$ cat src/rtl/regfile_wb_arbiter.sv
// Register-file writeback arbiter: round-robin ALU/MEM write-port sharing plus
// per-register pending-write scoreboard. Optional forwarding via `WB_BYPASS_EN.
module regfile_wb_arbiter #(
   parameter int BIT_WIDTH = 32,
   parameter int REG_WIDTH = 4,
   parameter int CNT_WIDTH = 2
) (
   input  logic                 clk,
   input  logic                 reset,
   input  logic                 issueEn,
   input  logic [REG_WIDTH-1:0] issueDr,
   output logic                 issueReady,
   input  logic                 aluValid,
   input  logic [REG_WIDTH-1:0] aluDr,
   input  logic [BIT_WIDTH-1:0] aluData,
   output logic                 aluReady,
   input  logic                 memValid,
   input  logic [REG_WIDTH-1:0] memDr,
   input  logic [BIT_WIDTH-1:0] memData,
   output logic                 memReady,
   output logic                 wrtEn,
   output logic [REG_WIDTH-1:0] dr,
   output logic [BIT_WIDTH-1:0] dIn,
   input  logic [REG_WIDTH-1:0] sr1,
   input  logic [REG_WIDTH-1:0] sr2,
   output logic                 hazard,
   output logic                 errSticky
`ifdef WB_BYPASS_EN
   ,
   output logic                 sr1Fwd,
   output logic                 sr2Fwd,
   output logic [BIT_WIDTH-1:0] fwdData
`endif
);

   localparam int REG_SIZE = 1 << REG_WIDTH;
   localparam logic [CNT_WIDTH-1:0] CNT_MAX = '1;

   logic [CNT_WIDTH-1:0] count_q [REG_SIZE];
   logic [CNT_WIDTH-1:0] count_d [REG_SIZE];
   logic [REG_SIZE-1:0]  inc_vec;
   logic [REG_SIZE-1:0]  dec_vec;
   logic                 rr_ptr_q, rr_ptr_d;
   logic                 err_q, err_d;
   logic                 alu_gnt, mem_gnt, issue_acc;

   // Grants are forced low while reset is asserted so the write port is quiet.
   assign alu_gnt = !reset && aluValid && (!memValid || !rr_ptr_q);
   assign mem_gnt = !reset && memValid && (!aluValid ||  rr_ptr_q);

   assign aluReady = alu_gnt;
   assign memReady = mem_gnt;
   assign wrtEn    = alu_gnt | mem_gnt;
   assign dr       = alu_gnt ? aluDr   : (mem_gnt ? memDr   : '0);
   assign dIn      = alu_gnt ? aluData : (mem_gnt ? memData : '0);

   assign issueReady = (count_q[issueDr] != CNT_MAX);
   assign issue_acc  = issueEn && issueReady;
   assign errSticky  = err_q;

   generate
      for (genvar gi = 0; gi < REG_SIZE; gi++) begin : g_sb
         assign inc_vec[gi] = issue_acc && (issueDr == REG_WIDTH'(gi));
         assign dec_vec[gi] = wrtEn && (dr == REG_WIDTH'(gi));
      end
   endgenerate

   always_comb begin
      for (int i = 0; i < REG_SIZE; i++) begin
         count_d[i] = count_q[i];
         if (inc_vec[i] && !dec_vec[i]) begin
            count_d[i] = count_q[i] + 1'b1;
         end else if (dec_vec[i] && !inc_vec[i] && (count_q[i] != '0)) begin
            count_d[i] = count_q[i] - 1'b1;
         end
      end
   end

   always_comb begin
      rr_ptr_d = rr_ptr_q;
      // Only contested cycles move the pointer, and it moves to the loser.
      if (aluValid && memValid) begin
         rr_ptr_d = alu_gnt;
      end
      err_d = err_q | (wrtEn && (count_q[dr] == '0));
   end

   always_ff @(posedge clk or posedge reset) begin
      if (reset) begin
         for (int i = 0; i < REG_SIZE; i++) begin
            count_q[i] <= '0;
         end
         rr_ptr_q <= 1'b0;
         err_q    <= 1'b0;
      end else begin
         for (int i = 0; i < REG_SIZE; i++) begin
            count_q[i] <= count_d[i];
         end
         rr_ptr_q <= rr_ptr_d;
         err_q    <= err_d;
      end
   end

`ifdef WB_BYPASS_EN
   // A source is forwardable when the write being granted retires its last pending write.
   assign sr1Fwd  = wrtEn && (dr == sr1) && (count_q[sr1] == CNT_WIDTH'(1));
   assign sr2Fwd  = wrtEn && (dr == sr2) && (count_q[sr2] == CNT_WIDTH'(1));
   assign fwdData = dIn;
   assign hazard  = ((count_q[sr1] != '0) && !sr1Fwd) || ((count_q[sr2] != '0) && !sr2Fwd);
`else
   assign hazard  = (count_q[sr1] != '0) || (count_q[sr2] != '0);
`endif

endmodule

$ cat config.mk
export PLATFORM = sky130hd
export DESIGN_NAME = regfile_wb_arbiter
export DESIGN_NICKNAME = d
export VERILOG_FILES = /design/src/rtl/regfile_wb_arbiter.sv
export SDC_FILE = /design/constraint.sdc
export NUM_CORES = 1
export LEC_CHECK = 0
export BUFFER_PORTS_ARGS = -buffer_cell sky130_fd_sc_hd__buf_2
export CORE_MARGIN = 2
export CORE_UTILIZATION = 45
export DETAILED_ROUTE_END_ITERATION = 10
export PLACE_DENSITY = 0.78
export SYNTH_ARGS = -nofsm -noshare
export SYNTH_HDL_FRONTEND = slang
export SYNTH_SLANG_ARGS = --single-unit
$ cat constraint.sdc
create_clock -name clk -period 2.6 [get_ports clk]
set_input_delay 0.52 -clock clk [delete_from_list [all_inputs] [get_ports clk]]
set_output_delay 0.52 -clock clk [all_outputs]
set_load 0.03 [all_outputs]
==> results of run 1 <==
## per-layer routing
| layer | part of all wire (%) | wire length [um] |
|---|---|---|
| met3 | 8.1 | 924 |
| met2 | 51 | 5860 |
| met5 | 0 | 0 |
| met1 | 38 | 4330 |
| met4 | 3.1 | 361 |
## timing repair
item | CTS | global route
setup endpoints to repair | 1 | 9
pin swaps | 1 | 1
setup buffers | 1 | 2
gates resized for setup | 1 | 31
## critical path, cell delays in order
cell,delay [ps]
buf_4,180
buf_4,150
mux4_2,480
a22o_1,230
nor2_4,170
nor2_1,60
inv_1,50
buf_2,180
## sequential cells by signal, indices dropped and copies added, names as in the netlist
register / cells
count_q: 32
errSticky: 1
rr_ptr_q: 1
## metrics by stage
step / cell area (um2) / setup WS (ps) / util, % / instances
floorplan: 3390 / -20.5 / - / 360
global placement: 4330 / -29.4 / 60.1 / 605
detailed placement: 4330 / -100 / 60.1 / 605
CTS: 4480 / 16.0 / 62.1 / 614
global route: 4570 / -1.49 / 63.4 / 616
finish: 4570 / 50.7 / 63.4 / 616
## power breakdown
group	internal (uW)	switching (uW)
clock network	385	223
logic	599	637
registers	668	242
total	1650	1100
## synth_stat cells, types with 3 or more instances
cell type / count
a21boi_1: 5
o21bai_1: 16
and3_1: 17
a21boi_0: 11
clkbuf_1: 10
a211oi_1: 4
a2bb2oi_1: 16
nand2b_1: 3
o2111ai_2: 4
dfrtp_1: 34
nor2_1: 45
inv_1: 4
mux4_2: 12
o22a_1: 16
buf_2: 4
a22o_1: 36
o211ai_2: 4
o21ai_0: 20
buf_4: 3
nor3_2: 3
nor3_1: 13
a21oi_1: 7
nand2_1: 8
xnor2_1: 16
o311ai_0: 4
inv_2: 3
a32oi_1: 4
nor4_2: 9
## cell type report
| cell class | instances | area, um2 |
|---|---|---|
| Multi-Input combinational cell | 299 | 2450 |
| Inverter | 7 | 32.5 |
| Clock buffer | 5 | 68.8 |
| Fill cell | 621 | 2640 |
| Sequential cell | 34 | 870 |
| Tap cell | 99 | 124 |
| Timing Repair Buffer | 169 | 961 |
| Clock inverter | 3 | 68.8 |
## path summary, 6_finish.rpt
check	startpoint	end	slack [ps]	cells past startpoint
hold reg to reg	errSticky$_DFF_PP0_	errSticky$_DFF_PP0_	470	2
setup / recovery	issueDr[0]	issueReady	50	8
min in group clk	errSticky$_DFF_PP0_	errSticky$_DFF_PP0_	470	2
setup reg to reg	count_q[11]$_DFFE_PP0P_	count_q[14]$_DFFE_PP0P_	210	8
max in group asynchronous	reset	count_q[17]$_DFFE_PP0P_	1940	3
hold / removal	reset	count_q[25]$_DFFE_PP0P_	170	2
## cells by family after synthesis
family / count (synthesis) / synth area share (%)
mux: 17 / 10.1
flops: 34 / 25.4
buf+inv: 27 / 4.07
simple gates: 109 / 18.4
compound gates: 157 / 37.8
xor+xnor: 16 / 4.19
==> impl_metrics.ini, run 1 <==
[run_status]
outcome = finished, final reports clean

[timing]
period_share_pct = 98.1
hold_violations = 0
tns_ps = 0
max_freq_mhz = 392
worst_slew_pin_slew_ps = 712
setup_viol = 0
whs_ps = 167
slew_headroom_pct = 52.1
maxSlewViolCount = 0
skew_ps = 11.0
period_needed_ps = 2550

[power]
p_total_uw = 2750
p_leak_uw = 0.00220
p_per_area_nw_per_um2 = 602
peakVddDrop_mv = 0.474

[global_route]
busiest_layer = met2
antenna_found_initial = 0
grt_pass1_wl_um = 18100
grt_use_met2_pct = 51.6
grt_start_max_net_pins = 34
use_met3_pct = 5.78
grtUsageTotal_pct = 27.6
grtUsageMet1_pct = 31.0
grt-ovfl-total = 0
grt_pass1_vias = 3510

[synthesis]
syn_inst = 360
yosysWarnings = 0
syn_area_per_cell_um2 = 9.30
yosysSeqAreaShare_pct = 25.4
synth_area_um2 = 3350
yosysTopAreaCellShare_pct = 25.4
ys_ff_latch = 34
synth_fp_nets = 449
synth_edf_count = 0
yosysTopAreaCell = dfrtp_1
async_flop_share_pct = 100
ys.flop_type = dfrtp_1
synthDistinctLibCells = 49
synth_area_leaders = dfrtp_1 (25%), a22o_1 (9.4%), mux4_2 (8.1%)

[worst_setup_path]
required_ps = 2080
crit_arrival_ps = 2030
critPathCaptureType = output port
crit_type = input pin to output port
worstPathMaxFanout = 9
cp-start-kind = input pin

[routing]
first_pass_iters = 4
drtIter0Drc = 267
drt-vias-per-instance = 6.08
drc = 0
drt-total-wl_um = 11500
routedWlPerCell_um = 18.6
num_vias = 3748
ant_nets = 0

[run]
cap_violations = 0

[clocking]
insertion_delay_ps = 290
cts_tree = yes
clkSinkCount = 34
hold_buffers = 0
cts-buffers-inserted = 5
cts_buffer_depth = 2
htreeDepth = 2
cts_root_buffer = clkbuf_8
clkSlewWorstSetupHoldPaths_ps = 70

[place]
hpwl_um = 9100
globalplace.congestion = 0.887
io_buffers = 130

[cells_and_area]
layout_common_cells = buf_2 (128), nor2_1 (40), buf_4 (39), a22o_2 (29), o21ai_0 (20)
antenna_cells = 0
final_common_cell = buf_2
final_nets = 605
area_delta_synth_final_pct = 36.6
drive_gt1_share_pct = 53.0

[floorplanning]
die_x_um = 90.2
die-area_um2 = 8140
start_util_pct = 46.4
coreArea_um2 = 7210
die_height_um = 90.2
num_rows = 31
io_pins = 131

[worst_hold_path]
hp-class = input pin to asynchronous set/reset pin
(Power assumes the default switching activity.)
==> inputs of run 2 (changes only) <==
--- a/config.mk
+++ b/config.mk
@@ -6,10 +6,12 @@
 export NUM_CORES = 1
 export LEC_CHECK = 0
 export BUFFER_PORTS_ARGS = -buffer_cell sky130_fd_sc_hd__buf_2
+export CELL_PAD_IN_SITES_DETAIL_PLACEMENT = 0
+export CELL_PAD_IN_SITES_GLOBAL_PLACEMENT = 1
 export CORE_MARGIN = 2
-export CORE_UTILIZATION = 45
+export CORE_UTILIZATION = 33
 export DETAILED_ROUTE_END_ITERATION = 10
-export PLACE_DENSITY = 0.78
+export PLACE_DENSITY_LB_ADDON = 0.1
 export SYNTH_ARGS = -nofsm -noshare
 export SYNTH_HDL_FRONTEND = slang
 export SYNTH_SLANG_ARGS = --single-unit
==> run 2 against run 1 <==
Effect of this change:
- wire length increased by 9.5%
- global-route usage decreased by 5.2 points
- critical path depth decreased by 2
- critical path type is now flip-flop to output port
- design area increased by 1.1%
- total power increased by 0.91%
- sequential share of layout area decreased by 0.31 points
- worst setup slack improved by 22 ps
- combinational power about the same
- critical endpoint unchanged
- sequential power decreased by 0.6%
- first-iteration DRC count decreased by 10%
- flip-flop and latch count unchanged
- count of clock-buffer cells in the layout unchanged
==> impl_metrics.ini, run 2 (synthesized netlist as in run 1, its figures left out) <==
[run_status]
outcome = finished, final reports clean

[worst_setup_path]
cp_top_family = multiplexers
r2r_slack_ps = 250
slowest_stage = mux4_2
critPathMaxStageDelay_ps = 500
worstPathMaxFanout = 6
crit_arrival_ps = 2010
crit_chain = mux4_2 > a22o_1 > nor2_4 > nor2_1 > inv_1 > buf_2
r2r-end = count_q[27]$_DFFE_PP0P_
cp-start-kind = flip-flop
reg2regPathDepth = 7
critPathCaptureType = output port
crit_buf_inv = 2
r2r_start = rr_ptr_q$_DFFE_PP0P_
required_ps = 2080
crit_type = flip-flop to output port

[clocking]
insertion_delay_ps = 300
clkSlewWorstSetupHoldPaths_ps = 90
hold_buffers = 0
cts_tree = yes
htreeDepth = 2
cts_buffer_depth = 2
clkSinkCount = 34
cts_root_buffer = clkbuf_8
cts-buffers-inserted = 5

[routing]
ant_nets = 0
routedWlPerCell_um = 19.2
first_pass_iters = 5
drtIter0Drc = 239
num_vias = 3752
drt-total-wl_um = 12600
drt-vias-per-instance = 5.75
drc = 0

[global_route]
grt_pass1_wl_um = 19500
grt-ovfl-total = 0
busiest_layer = met2
grt_pass1_vias = 3625
grt_start_max_net_pins = 34
grt_use_met2_pct = 41.9
grtUsageMet1_pct = 27.0
antenna_found_initial = 0
use_met3_pct = 3.49
grtUsageTotal_pct = 22.5

[timing]
period_needed_ps = 2530
hold_violations = 0
rsz0062_at_grt = no
maxSlewViolCount = 0
whs_ps = 254
max_freq_mhz = 396
setup_viol = 0
period_share_pct = 97.2
slew_headroom_pct = 58.5
skew_ps = 5.94
worst_slew_pin_slew_ps = 616

[floorplanning]
die_height_um = 105
start_util_pct = 34.1
num_rows = 36
coreArea_um2 = 9820
io_pins = 131
die-area_um2 = 11000
die_x_um = 105

[run]
cap_violations = 0

[cells_and_area]
final_nets = 608
multiInputGateArea_um2 = 2420
largest_register = count_q
drive_gt1_share_pct = 51.3
final_common_cell = buf_2
largest_reg_flops = 32
layout_common_cells = buf_2 (129), nor2_1 (42), buf_4 (40), a22o_2 (29), dfrtp_1 (23)
fillers = 1005
antenna_cells = 0
seqCellArea_um2 = 865
area_delta_synth_final_pct = 38.1

[worst_hold_path]
hp-class = input pin to asynchronous set/reset pin

[power]
peakVddDrop_mv = 0.261
p_per_area_nw_per_um2 = 601
p_total_uw = 2780
p_leak_uw = 0.00222

[place]
hpwl_um = 9960
globalplace.congestion = 0.878
io_buffers = 130
run 2: changes by cell type in the layout (fill, tap and decap cells not counted), moves of 2 or more:
cell,before,now
dfrtp_2,15,11
dfrtp_1,19,23
nor2_1,40,42
buf_12,1,3
run 2: worst max-delay path by stage:
stage | from | endpoint | slack [ps] | cells after the start
2_1_floorplan | reset | dIn[22] | -20 | 5
3_3_place_gp | issueDr[0] | count_q[10]$_DFFE_PP0P_ | -40 | 9
3_5_place_dp | issueDr[0] | count_q[10]$_DFFE_PP0P_ | -110 | 9
4_1_cts | count_q[5]$_DFFE_PP0P_ | hazard | 1 | 6
5_1_grt | count_q[12]$_DFFE_PP0P_ | issueReady | 0.8 | 6
6_report | count_q[25]$_DFFE_PP0P_ | issueReady | 70 | 6
run 2: routing by layer:
metal,up-vias,share of wire (%)
met5,-,0
met4,0,2.0
met3,23,6.1
met2,153,51
met1,1828,41
li1,1748,-
run 2: area by class of cell:
class	count	area share (%)
multi-input combinational	299	52.3
timing repair buffer	172	21.8
sequential	34	18.7
tap	133	3.60
clock buffer	5	1.49
clock inverter	3	1.49
inverter	7	0.650
run 2: timing repair:
| action | in CTS | in global routing |
|---|---|---|
| gates resized for setup | 2 | 16 |
| hold endpoints to repair | 0 | 0 |
| pin swaps | 0 | 0 |
| buffers inserted | 0 | 1 |
| gates cloned | 0 | 0 |
| setup endpoints to repair | 2 | 4 |
run 2: stage by stage:
step | cells | instance area, um2 | TNS, ps | util (%) | worst slack, ps
detailed placement | 644 | 4440 | -869 | 45.2 | -114
CTS | 652 | 4580 | 0 | 46.7 | 1.12
global placement | 644 | 4440 | -71.1 | 45.2 | -35.5
global route | 653 | 4620 | 0 | 47.1 | 0.826
floorplan | 360 | 3390 | -185 | - | -20.5
finish | 653 | 4620 | 0 | 47.1 | 72.2
run 2: power by group:
| group | leakage (uW) | total [uW] | internal (uW) | switching [uW] |
|---|---|---|---|---|
| Sequential | 0.000413 | 904 | 662 | 242 |
| Clock | 0.0000683 | 618 | 385 | 234 |
| Combinational | 0.00174 | 1250 | 606 | 649 |
==> inputs of run 3 (changes only) <==
--- a/config.mk
+++ b/config.mk
@@ -5,13 +5,15 @@
 export SDC_FILE = /design/constraint.sdc
 export NUM_CORES = 1
 export LEC_CHECK = 0
+export ABC_AREA = 1
 export BUFFER_PORTS_ARGS = -buffer_cell sky130_fd_sc_hd__buf_2
 export CELL_PAD_IN_SITES_DETAIL_PLACEMENT = 0
 export CELL_PAD_IN_SITES_GLOBAL_PLACEMENT = 1
 export CORE_MARGIN = 2
-export CORE_UTILIZATION = 33
+export CORE_UTILIZATION = 30
 export DETAILED_ROUTE_END_ITERATION = 10
 export PLACE_DENSITY_LB_ADDON = 0.1
+export SLEW_MARGIN = 10
 export SYNTH_ARGS = -nofsm -noshare
 export SYNTH_HDL_FRONTEND = slang
 export SYNTH_SLANG_ARGS = --single-unit
==> run 3 against run 2 <==
Effect of this change:
- maximum frequency increased by 6.5%
- global-route usage fell by 1.5 points
- non-clock buffer count is 30 lower
- worst setup slack improved by 150 ps
- worst hold slack improved by 130 ps
- register-to-register slack improved by 310 ps
- utilization fell by 8.7 points
- critical path depth increased by 2
- flip-flop and latch count is the same
- die area grew 20%
- wire length rose by 9.8%
- sequential share of layout area fell by 0.18 points
- critical path type unchanged
- largest power group unchanged
==> impl_metrics.ini, run 3 <==
[synthesis]
syn_inst = 640
synth_edf_count = 0
synth_area_um2 = 3660
synthDistinctLibCells = 31
ys_ff_latch = 34
async_flop_share_pct = 100
yosysTopAreaCellShare_pct = 27.6
yosysSeqAreaShare_pct = 23.2
syn_area_per_cell_um2 = 5.72
ys.flop_type = dfrtp_1
post-synth-top-count-cell = nand2_1
yosysTopAreaCell = nand2_1
yosysWarnings = 0
synthTopCellsByCount = nand2_1 (269), inv_1 (57), nand3_1 (57)
synth_area_leaders = nand2_1 (28%), dfrtp_1 (23%), a22o_1 (7.9%)
synth_fp_nets = 729

[worst_setup_path]
crit_chain = or2_2 > o21ai_0 > o21ai_0 > a21oi_1 > nand2_1 > nand2_1 > o211ai_1 > buf_2
required_ps = 2080
r2r_slack_ps = 560
slowest_stage = dfrtp_1
crit_type = flip-flop to output port
cp-start-kind = flip-flop
critPathMaxStageDelay_ps = 430
critPathCaptureType = output port
worstPathMaxFanout = 4
crit_arrival_ps = 1850

[global_route]
grt_pass1_wl_um = 21500
grtUsageTotal_pct = 20.9
grt-ovfl-total = 0
grt_pass1_vias = 4195
grt_start_max_net_pins = 35
antenna_found_initial = 0

[place]
placed_cell_area_um2 = 4440
hpwl_um = 11100
io_buffers = 130
globalplace.congestion = 0.866

[timing]
worst_slew_pin_slew_ps = 493
tns_ps = 0
whs_ps = 387
skew_ps = 8.24
period_needed_ps = 2370
rsz0062_at_grt = no
period_share_pct = 91.3
slew_headroom_pct = 67.2
max_freq_mhz = 421
maxSlewViolCount = 0
hold_violations = 0
setup_viol = 0

[routing]
ant_nets = 0
drtIter0Drc = 251
routedWlPerCell_um = 15.1
drt-total-wl_um = 13800
drc = 0
num_vias = 4557
drt-vias-per-instance = 4.99
first_pass_iters = 7

[clocking]
cts_buffer_depth = 2
cts_tree = yes
cts_setup_buffers = 0
cts-buffers-inserted = 5
cts_root_buffer = clkbuf_16
ctsResizeCount = 0
hold_buffers = 0
insertion_delay_ps = 290
clkSinkCount = 34
clkSlewWorstSetupHoldPaths_ps = 60
htreeDepth = 2

[floorplanning]
start_util_pct = 30.6
die_x_um = 114
die_height_um = 114
num_rows = 40
coreArea_um2 = 12000
io_pins = 131
die-area_um2 = 13100

[power]
p_total_uw = 3060
p_per_area_nw_per_um2 = 666
p_leak_uw = 0.00261
peakVddDrop_mv = 0.338

[cells_and_area]
largest_reg_flops = 32
final_common_cell = nand2_1
antenna_cells = 0
fin_area_um2 = 4590
area_delta_synth_final_pct = 25.4
largest_register = count_q
drive_gt1_share_pct = 24.3
layout_common_cells = nand2_1 (269), buf_2 (130), inv_1 (57), nand3_1 (57), nor2_1 (46)
final_nets = 855
fillers = 1337

[run]
cap_violations = 0

[run_status]
outcome = finished, final reports clean

[worst_hold_path]
hp-class = input pin to asynchronous set/reset pin
==> run 3: cell types whose count changed in the layout (fill, tap and decap cells not counted), moves of 26 or more <==
cell	before	now
inv_1	3	57
buf_4	40	12
a22o_2	29	0
nand2_1	8	269
nand3_1	1	57
a22o_1	7	33
==> run 3: worst paths after layout <==
kind,endpoint,from,cells after the start
hold reg to reg,errSticky$_DFF_PP0_,errSticky$_DFF_PP0_,2
min in group clk,errSticky$_DFF_PP0_,errSticky$_DFF_PP0_,2
hold / removal,count_q[31]$_DFFE_PP0P_,reset,3
setup reg to reg,count_q[2]$_DFFE_PP0P_,rr_ptr_q$_DFFE_PP0P_,11
setup / recovery,hazard,count_q[1]$_DFFE_PP0P_,8
max in group asynchronous,count_q[12]$_DFFE_PP0P_,reset,3
==> run 3: cells by family after synthesis <==
logic type             Yosys count  share of synthesized area (%)
buffers and inverters           98                           11.8
AO/OA/AOI/OAI                  102                           18.4
AND/OR/NAND/NOR                406                           46.6
flip-flops                      34                           23.2
==> run 3: through the flow <==
stage	util (%)	setup WS, ps	cells
2_1_floorplan	-	134	640
3_3_place_gp	37.2	289	906
3_5_place_dp	37.2	280	906
4_1_cts	38.4	204	914
5_1_grt	38.4	23.9	914
6_report	38.4	227	914
==> run 3: worst max-delay path, delay by kind of cell, from the launching register on <==
family / cells / cell delay (ps)
AO/OA/AOI/OAI: 4 / 490
AND/OR/NAND/NOR: 3 / 460
flip-flops: 1 / 430
buffers and inverters: 1 / 190
==> run 3: power by group <==
part           switching, uW  internal, uW  leakage, uW
combinational            824           498      0.00211
clock                    246           381    0.0000739
sequential               379           730     0.000419
total                   1450          1610      0.00261
==> run 3: layer usage <==
layer  wire length (um)  global-route usage [%]  up-vias
li1                   -                       -     2327
met1               6210                    26.3     2083
met2               6640                    37.5      131
met3                689                    2.91       16
met4                267                    5.45        0
met5                  0                       0        -
==> run 3: final cells by class <==
class / instances / area (um2) / share of cell area [%]
clock inverter: 1 / 5.00 / 0.109
inverter: 75 / 288 / 6.27
timing repair buffer: 142 / 741 / 16.1
tap: 147 / 184 / 4.01
sequential: 34 / 851 / 18.5
multi-input combinational: 508 / 2380 / 51.9
clock buffer: 7 / 143 / 3.11
